**src/rtl/lagarto0_pkg.sv**
```systemverilog
// Shared fetch-stage types and constants for the lagarto0 front end.
package lagarto0_pkg;

  localparam int unsigned ADDR_SIZE = 32;
  localparam int unsigned ISA_SIZE  = 32;

  localparam logic [ISA_SIZE-1:0] NOP_INST = ISA_SIZE'(32'h0000_0013);

  typedef enum logic [1:0] {
    FETCH = 2'd0,
    WAIT  = 2'd1,
    DROP  = 2'd2
  } fetch_state_t;

  typedef struct packed {
    logic [ADDR_SIZE-1:0] pc;
    logic [ISA_SIZE-1:0]  inst;
  } fetch_entry_t;

endpackage

```
**src/rtl/fetch_fifo.sv**
```systemverilog
// Small instruction buffer of fetch entries with synchronous flush and occupancy count.
module fetch_fifo
  import lagarto0_pkg::*;
#(
  parameter int unsigned DEPTH = 2
) (
  input  logic                     clk_i,
  input  logic                     rstn_i,
  input  logic                     flush_i,
  input  logic                     push_i,
  input  fetch_entry_t             entry_i,
  input  logic                     pop_i,
  output fetch_entry_t             head_o,
  output logic                     empty_o,
  output logic [$clog2(DEPTH):0]   count_o
);

  localparam int unsigned PTR_W = $clog2(DEPTH);

  fetch_entry_t     mem [DEPTH];
  logic [PTR_W-1:0] wptr_q, rptr_q;
  logic [PTR_W:0]   count_q;
  logic             do_push, do_pop;

  assign do_push = push_i && (count_q != (PTR_W+1)'(DEPTH));
  assign do_pop  = pop_i && (count_q != '0);

  always_ff @(posedge clk_i or negedge rstn_i) begin
    if (!rstn_i) begin
      wptr_q  <= '0;
      rptr_q  <= '0;
      count_q <= '0;
    end else if (flush_i) begin
      wptr_q  <= '0;
      rptr_q  <= '0;
      count_q <= '0;
    end else begin
      if (do_push) wptr_q <= wptr_q + PTR_W'(1);
      if (do_pop)  rptr_q <= rptr_q + PTR_W'(1);
      case ({do_push, do_pop})
        2'b10:   count_q <= count_q + (PTR_W+1)'(1);
        2'b01:   count_q <= count_q - (PTR_W+1)'(1);
        default: count_q <= count_q;
      endcase
    end
  end

  // Storage needs no reset: the head is only looked at when the buffer is non-empty.
  always_ff @(posedge clk_i) begin
    if (do_push && !flush_i) mem[wptr_q] <= entry_i;
  end

  assign head_o  = mem[rptr_q];
  assign empty_o = (count_q == '0);
  assign count_o = count_q;

endmodule

```
**src/rtl/fetch_stage.sv**
```systemverilog
// Instruction fetch: one outstanding memory request, small buffer to decode, redirect flush.
// Optional misaligned-redirect detection is enabled with `define FETCH_MISALIGN_CHK_EN.
module fetch_stage
  import lagarto0_pkg::*;
#(
  parameter logic [ADDR_SIZE-1:0] RESET_PC  = 32'h0000_0000,
  parameter int unsigned          BUF_DEPTH = 2
) (
  input  logic                 clk_i,
  input  logic                 rstn_i,
  output logic                 imem_req_o,
  output logic [ADDR_SIZE-1:0] imem_addr_o,
  input  logic                 imem_gnt_i,
  input  logic                 imem_rvalid_i,
  input  logic [ISA_SIZE-1:0]  imem_rdata_i,
  input  logic                 redirect_i,
  input  logic [ADDR_SIZE-1:0] redirect_pc_i,
  input  logic                 inst_ready_i,
  output logic                 inst_valid_o,
  output logic [ISA_SIZE-1:0]  inst_o,
  output logic [ADDR_SIZE-1:0] pc_o
`ifdef FETCH_MISALIGN_CHK_EN
  ,
  output logic                 misalign_o
`endif
);

  localparam int unsigned CNT_W = $clog2(BUF_DEPTH) + 1;

  fetch_state_t         state_q, state_d;
  logic [ADDR_SIZE-1:0] pc_q, req_pc_q, empty_pc_q, redirect_pc;
  logic [CNT_W-1:0]     count;
  logic [CNT_W:0]       occ_next;
  logic                 empty, push, pop, grant, halt, still_out;
  fetch_entry_t         head, entry;

`ifdef FETCH_MISALIGN_CHK_EN
  logic misalign_q;

  assign redirect_pc = redirect_pc_i;
  assign halt        = misalign_q;
  assign misalign_o  = misalign_q;

  always_ff @(posedge clk_i or negedge rstn_i) begin
    if (!rstn_i)         misalign_q <= 1'b0;
    else if (redirect_i) misalign_q <= (redirect_pc_i[1:0] != 2'b00);
  end
`else
  assign redirect_pc = redirect_pc_i & ~ADDR_SIZE'(3);
  assign halt        = 1'b0;
`endif

  assign entry = '{pc: req_pc_q, inst: imem_rdata_i};

  // Request gating looks at occupancy after this cycle's push/pop so streaming is back-to-back.
  always_comb begin
    push       = 1'b0;
    pop        = 1'b0;
    occ_next   = '0;
    imem_req_o = 1'b0;
    grant      = 1'b0;
    still_out  = 1'b0;
    state_d    = FETCH;

    push = (state_q == WAIT) && imem_rvalid_i && !redirect_i;
    pop  = !empty && inst_ready_i && !redirect_i;
    if (!redirect_i)
      occ_next = (CNT_W+1)'(count) + (CNT_W+1)'(push) - (CNT_W+1)'(pop);

    imem_req_o = rstn_i && !halt && (occ_next < (CNT_W+1)'(BUF_DEPTH)) &&
                 ((state_q == FETCH) || ((state_q == WAIT) && imem_rvalid_i));
    grant      = imem_req_o && imem_gnt_i;
    still_out  = (state_q != FETCH) && !imem_rvalid_i;

    if (grant)
      state_d = redirect_i ? DROP : WAIT;
    else if (still_out)
      state_d = (redirect_i || (state_q == DROP)) ? DROP : WAIT;
  end

  always_ff @(posedge clk_i or negedge rstn_i) begin
    if (!rstn_i) begin
      state_q    <= FETCH;
      pc_q       <= RESET_PC;
      req_pc_q   <= RESET_PC;
      empty_pc_q <= RESET_PC;
    end else begin
      state_q <= state_d;
      if (redirect_i)  pc_q <= redirect_pc;
      else if (grant)  pc_q <= pc_q + ADDR_SIZE'(4);
      if (grant)       req_pc_q <= pc_q;
      if (pop)         empty_pc_q <= head.pc + ADDR_SIZE'(4);
    end
  end

  fetch_fifo #(.DEPTH(BUF_DEPTH)) u_fifo (
    .clk_i   (clk_i),
    .rstn_i  (rstn_i),
    .flush_i (redirect_i),
    .push_i  (push),
    .entry_i (entry),
    .pop_i   (pop),
    .head_o  (head),
    .empty_o (empty),
    .count_o (count)
  );

  assign imem_addr_o  = pc_q;
  assign inst_valid_o = !empty;
  assign inst_o       = empty ? NOP_INST : head.inst;
  assign pc_o         = empty ? empty_pc_q : head.pc;

endmodule

```
**config.mk**
```make
export PLATFORM = sky130hd
export DESIGN_NAME = fetch_stage
export DESIGN_NICKNAME = d
export VERILOG_FILES = /design/src/rtl/lagarto0_pkg.sv /design/src/rtl/fetch_fifo.sv /design/src/rtl/fetch_stage.sv
export SDC_FILE = /design/constraint.sdc
export NUM_CORES = 1
export LEC_CHECK = 0
export CAP_MARGIN = 30
export CORE_MARGIN = 1
export CORE_UTILIZATION = 45
export DETAILED_ROUTE_END_ITERATION = 6
export PLACE_DENSITY = 0.68
export SETUP_SLACK_MARGIN = 0.5
export SKIP_LAST_GASP = 1
export SYNTH_ARGS = -nofsm -noshare
export SYNTH_HDL_FRONTEND = slang
export SYNTH_SLANG_ARGS = --single-unit
```
**constraint.sdc**
```tcl
create_clock -name clk_i -period 5.5 [get_ports clk_i]
set_clock_uncertainty 0.2 [all_clocks]
set_input_delay 0.55 -clock clk_i [delete_from_list [all_inputs] [get_ports clk_i]]
set_output_delay 0.55 -clock clk_i [all_outputs]
set_load 0.1 [all_outputs]
```
==> impl_results.md <==
- RSZ-0062 raised after global routing: no
- Final setup fails: 0
- Int Power: 3.24 mW
- Crit path required time: 5.73 ns
- CP max stage cell: or4_1
- Status: finished with violations
- Commonest cells in the netlist: edfxtp_1, nor2_1, dfrtp_1
- Chip Width: 152 um
- Mapped cell area: 10200 um^2
- DR WL/cell: 17.2 um
- Initial drt markers: 550
- Sequential share of the synthesized area: 0.603
- Num CTS Buffers: 24
- Vias in the first global route: 7024
- Hold_buf cts: 1
- Initial Utilization: 0.463
- Clk pwr share: 0.346
- Slew HR: 0.329
- DRC: 13
- Max incr delay on CP: 0.63 ns
- Leak: 4.55 nW
- Vias: 7272
- Cell Rows: 54
- Placer Congestion: 0.841
- Post-route setup TNS: 0 ns
- # diodes: 0
- Drt total wl: 22.6 mm
- Worst-margin pin slew: 1.00 ns
- Num Clock Sinks: 220
- VDD IR max: 0.198 mV
- CP max FO: 37
- Data arrival, critical path: 4.76 ns
- Cells along the critical path: nor2_2 -> buf_4 -> clkinv_1 -> nand3_2 -> inv_1 -> ha_1 -> nor2_1 -> fa_1 -> o21ai_0 -> nand4_1 -> or4_1 -> a31oi_1
- Crit path max-delay family: simple AND/OR/NAND/NOR gates
- CTS tree: done
- Chip height: 152 um
- Async SR Flop Fraction: 0.436
- Sequential Power Share: 0.430
- Largest area contributor in the netlist: edfxtp_1
- Post-synthesis register bit count: 220
- Fillcell total: 1833
- Core ar.: 22000 um^2
- Period utilization: 0.823
- Postcts setup bufs: 0
- Cell Pwr Density: 370 nW/um^2
- WHS: 0.266 ns
- First-pass GRT wire length: 36.8 mm
- FF-to-FF path depth: 12
- Die Area: 23200 um^2
- Comb pwr share: 0.224
- Internal reg-to-reg setup slack: 0.97 ns
- Critical Path Stages: 12
- Sw Share: 0.317
- CTS HTree Levels: 1
- Drt pass-1 iters: 7
- Buffers added on ports: 161
- Post-synth top flop: edfxtp_1
- Register Area: 6130 um^2
- Cell count after synthesis: 868
- Mapped Avg Cell Area: 11.7 um^2
- Layout cells sized above 1: 0.100
- Initial antenna violation count: 0
- Max-cap violations: 0
- Fmax: 0.221 GHz
- Root buffer cell: clkbuf_16
- Total track usage: 0.195
- Post-synth EDFFs: 124
- Util after Layout: 0.585
- Remaining Overflow, GRT: 0
- Reg clk slew, reported paths: 0.06 ns
- Worst setup SP type: register
- CP Class: register to register
- Largest net degree at the start of global routing: 74
- Area Overhead vs Synth: 26.4%
- Worst skew pair latency: 0.50 ns
- Most frequent cell after synthesis: edfxtp_1
- Crit end category: register
- Cell variety after synth: 61
- Worst Path Buf+Inv: 3
- Clock period minus final worst setup slack: 4.53 ns
- Vias/cell: 5.51
- Net Sw Power: 1.51 mW
- Num ports: 168
- PostCTS Resize Cnt: 0
- ANT nets after route: 0
- Failing checks: design-rule violations
- Max Root-Sink Buffers: 3
- Synth Warn #: 0
- Final #Nets: 1095
- Final Max Tran Viols: 0
- Detailed Place HPWL: 15.3 mm
- Hold Path Depth: 0
- Top cell type's share of synthesized area: 0.367
- Hold WC Path Type: register to register
- Area of the multi-input gates: 3820 um^2
- Final hold viol count: 0
- Area contributors post-synth: edfxtp_1, dfrtp_1, mux2i_1
[stage by stage]
step	instance area (um^2)	cells	total power [mW]	setup WS, ns
floorplan	10200	871	2.83	1.04
global placement	12000	1274	3.12	0.906
detailed placement	12000	1274	3.14	0.771
CTS	12800	1319	4.79	0.929
global route	12800	1319	4.92	0.557
finish	12800	1319	4.75	0.972
[worst paths after layout]
kind | startpoint | end
setup / recovery | u_fifo.count_o[1] | imem_addr_o[28]
hold / removal | req_pc_q[6] | u_fifo.mem[0][38]
setup reg to reg | u_fifo.count_o[1] | imem_addr_o[28]
hold reg to reg | req_pc_q[6] | u_fifo.mem[0][38]
max in group asynchronous | rstn_i | u_fifo.rptr_q
min in group asynchronous | rstn_i | imem_addr_o[27]
[cell usage in the layout (no fill, tap or decap), types with 10 or more instances in the layout]
cell,Yosys,routed
xnor2_1,16,16
nand3b_1,11,11
nor2_1,101,98
edfxtp_1,124,124
nand2_1,79,79
a31oi_1,17,17
clkdlybuf4s50_1,0,147
nand3_1,24,22
nand4_1,25,25
mux2i_1,63,63
a21oi_1,35,35
o21ai_0,40,40
mux2_2,32,32
clkbuf_16,0,25
buf_4,5,24
o31ai_1,14,14
xor2_1,10,10
dfrtp_1,96,95
nor4_1,11,11
[state kept, by name, summed over array words and instances, names as in the netlist]
register,cells
imem_addr_o,30
u_fifo.mem,124
u_fifo.rptr_q,1
state_q,2
req_pc_q,30
empty_pc_q,30
u_fifo.wptr_q,1
u_fifo.count_o,2
[final cells by class]
cell class	count	area share
inverters	11	0.00322
clock buffers	33	0.0519
clock inverters	11	0.0118
well taps	280	0.0273
flip-flops and latches	220	0.478
repair buffers	173	0.131
multi-input cells	591	0.297
[cell families (layout without fill, tap and decap cells)]
family | count (synthesis) | after routing | share of synthesized area
AO/OA/AOI/OAI | 147 | 147 | 0.0921
AND/OR/NAND/NOR | 315 | 315 | 0.154
XOR/XNOR | 26 | 26 | 0.0224
multiplexers | 95 | 95 | 0.0975
flip-flops | 220 | 220 | 0.603
adder cells (fa/ha/maj) | 4 | 4 | 0.00567
buffers and inverters | 60 | 228 | 0.0251
other | 1 | 4 | 0.000369
[metal layers]
metal / GRT usage / share of wire / vias to the layer above
met5: 0 / 0 / -
met4: 0.0466 / 0.014 / 0
met3: 0.0279 / 0.052 / 24
met2: 0.309 / 0.46 / 213
met1: 0.283 / 0.48 / 3506
li1: - / - / 3529
[power by group through the flow]
| stage | sequential, mW | combinational [mW] | clock [mW] |
|---|---|---|---|
| 2_1_floorplan | 2.18 | 0.652 | 0 |
| 3_3_place_gp | 2.06 | 1.05 | 0 |
| 3_5_place_dp | 2.07 | 1.07 | 0 |
| 4_1_cts | 2.04 | 1.07 | 1.68 |
| 5_1_grt | 2.06 | 1.11 | 1.74 |
| 6_report | 2.04 | 1.06 | 1.64 |
No activity file was read; power rests on OpenSTA's default activity.
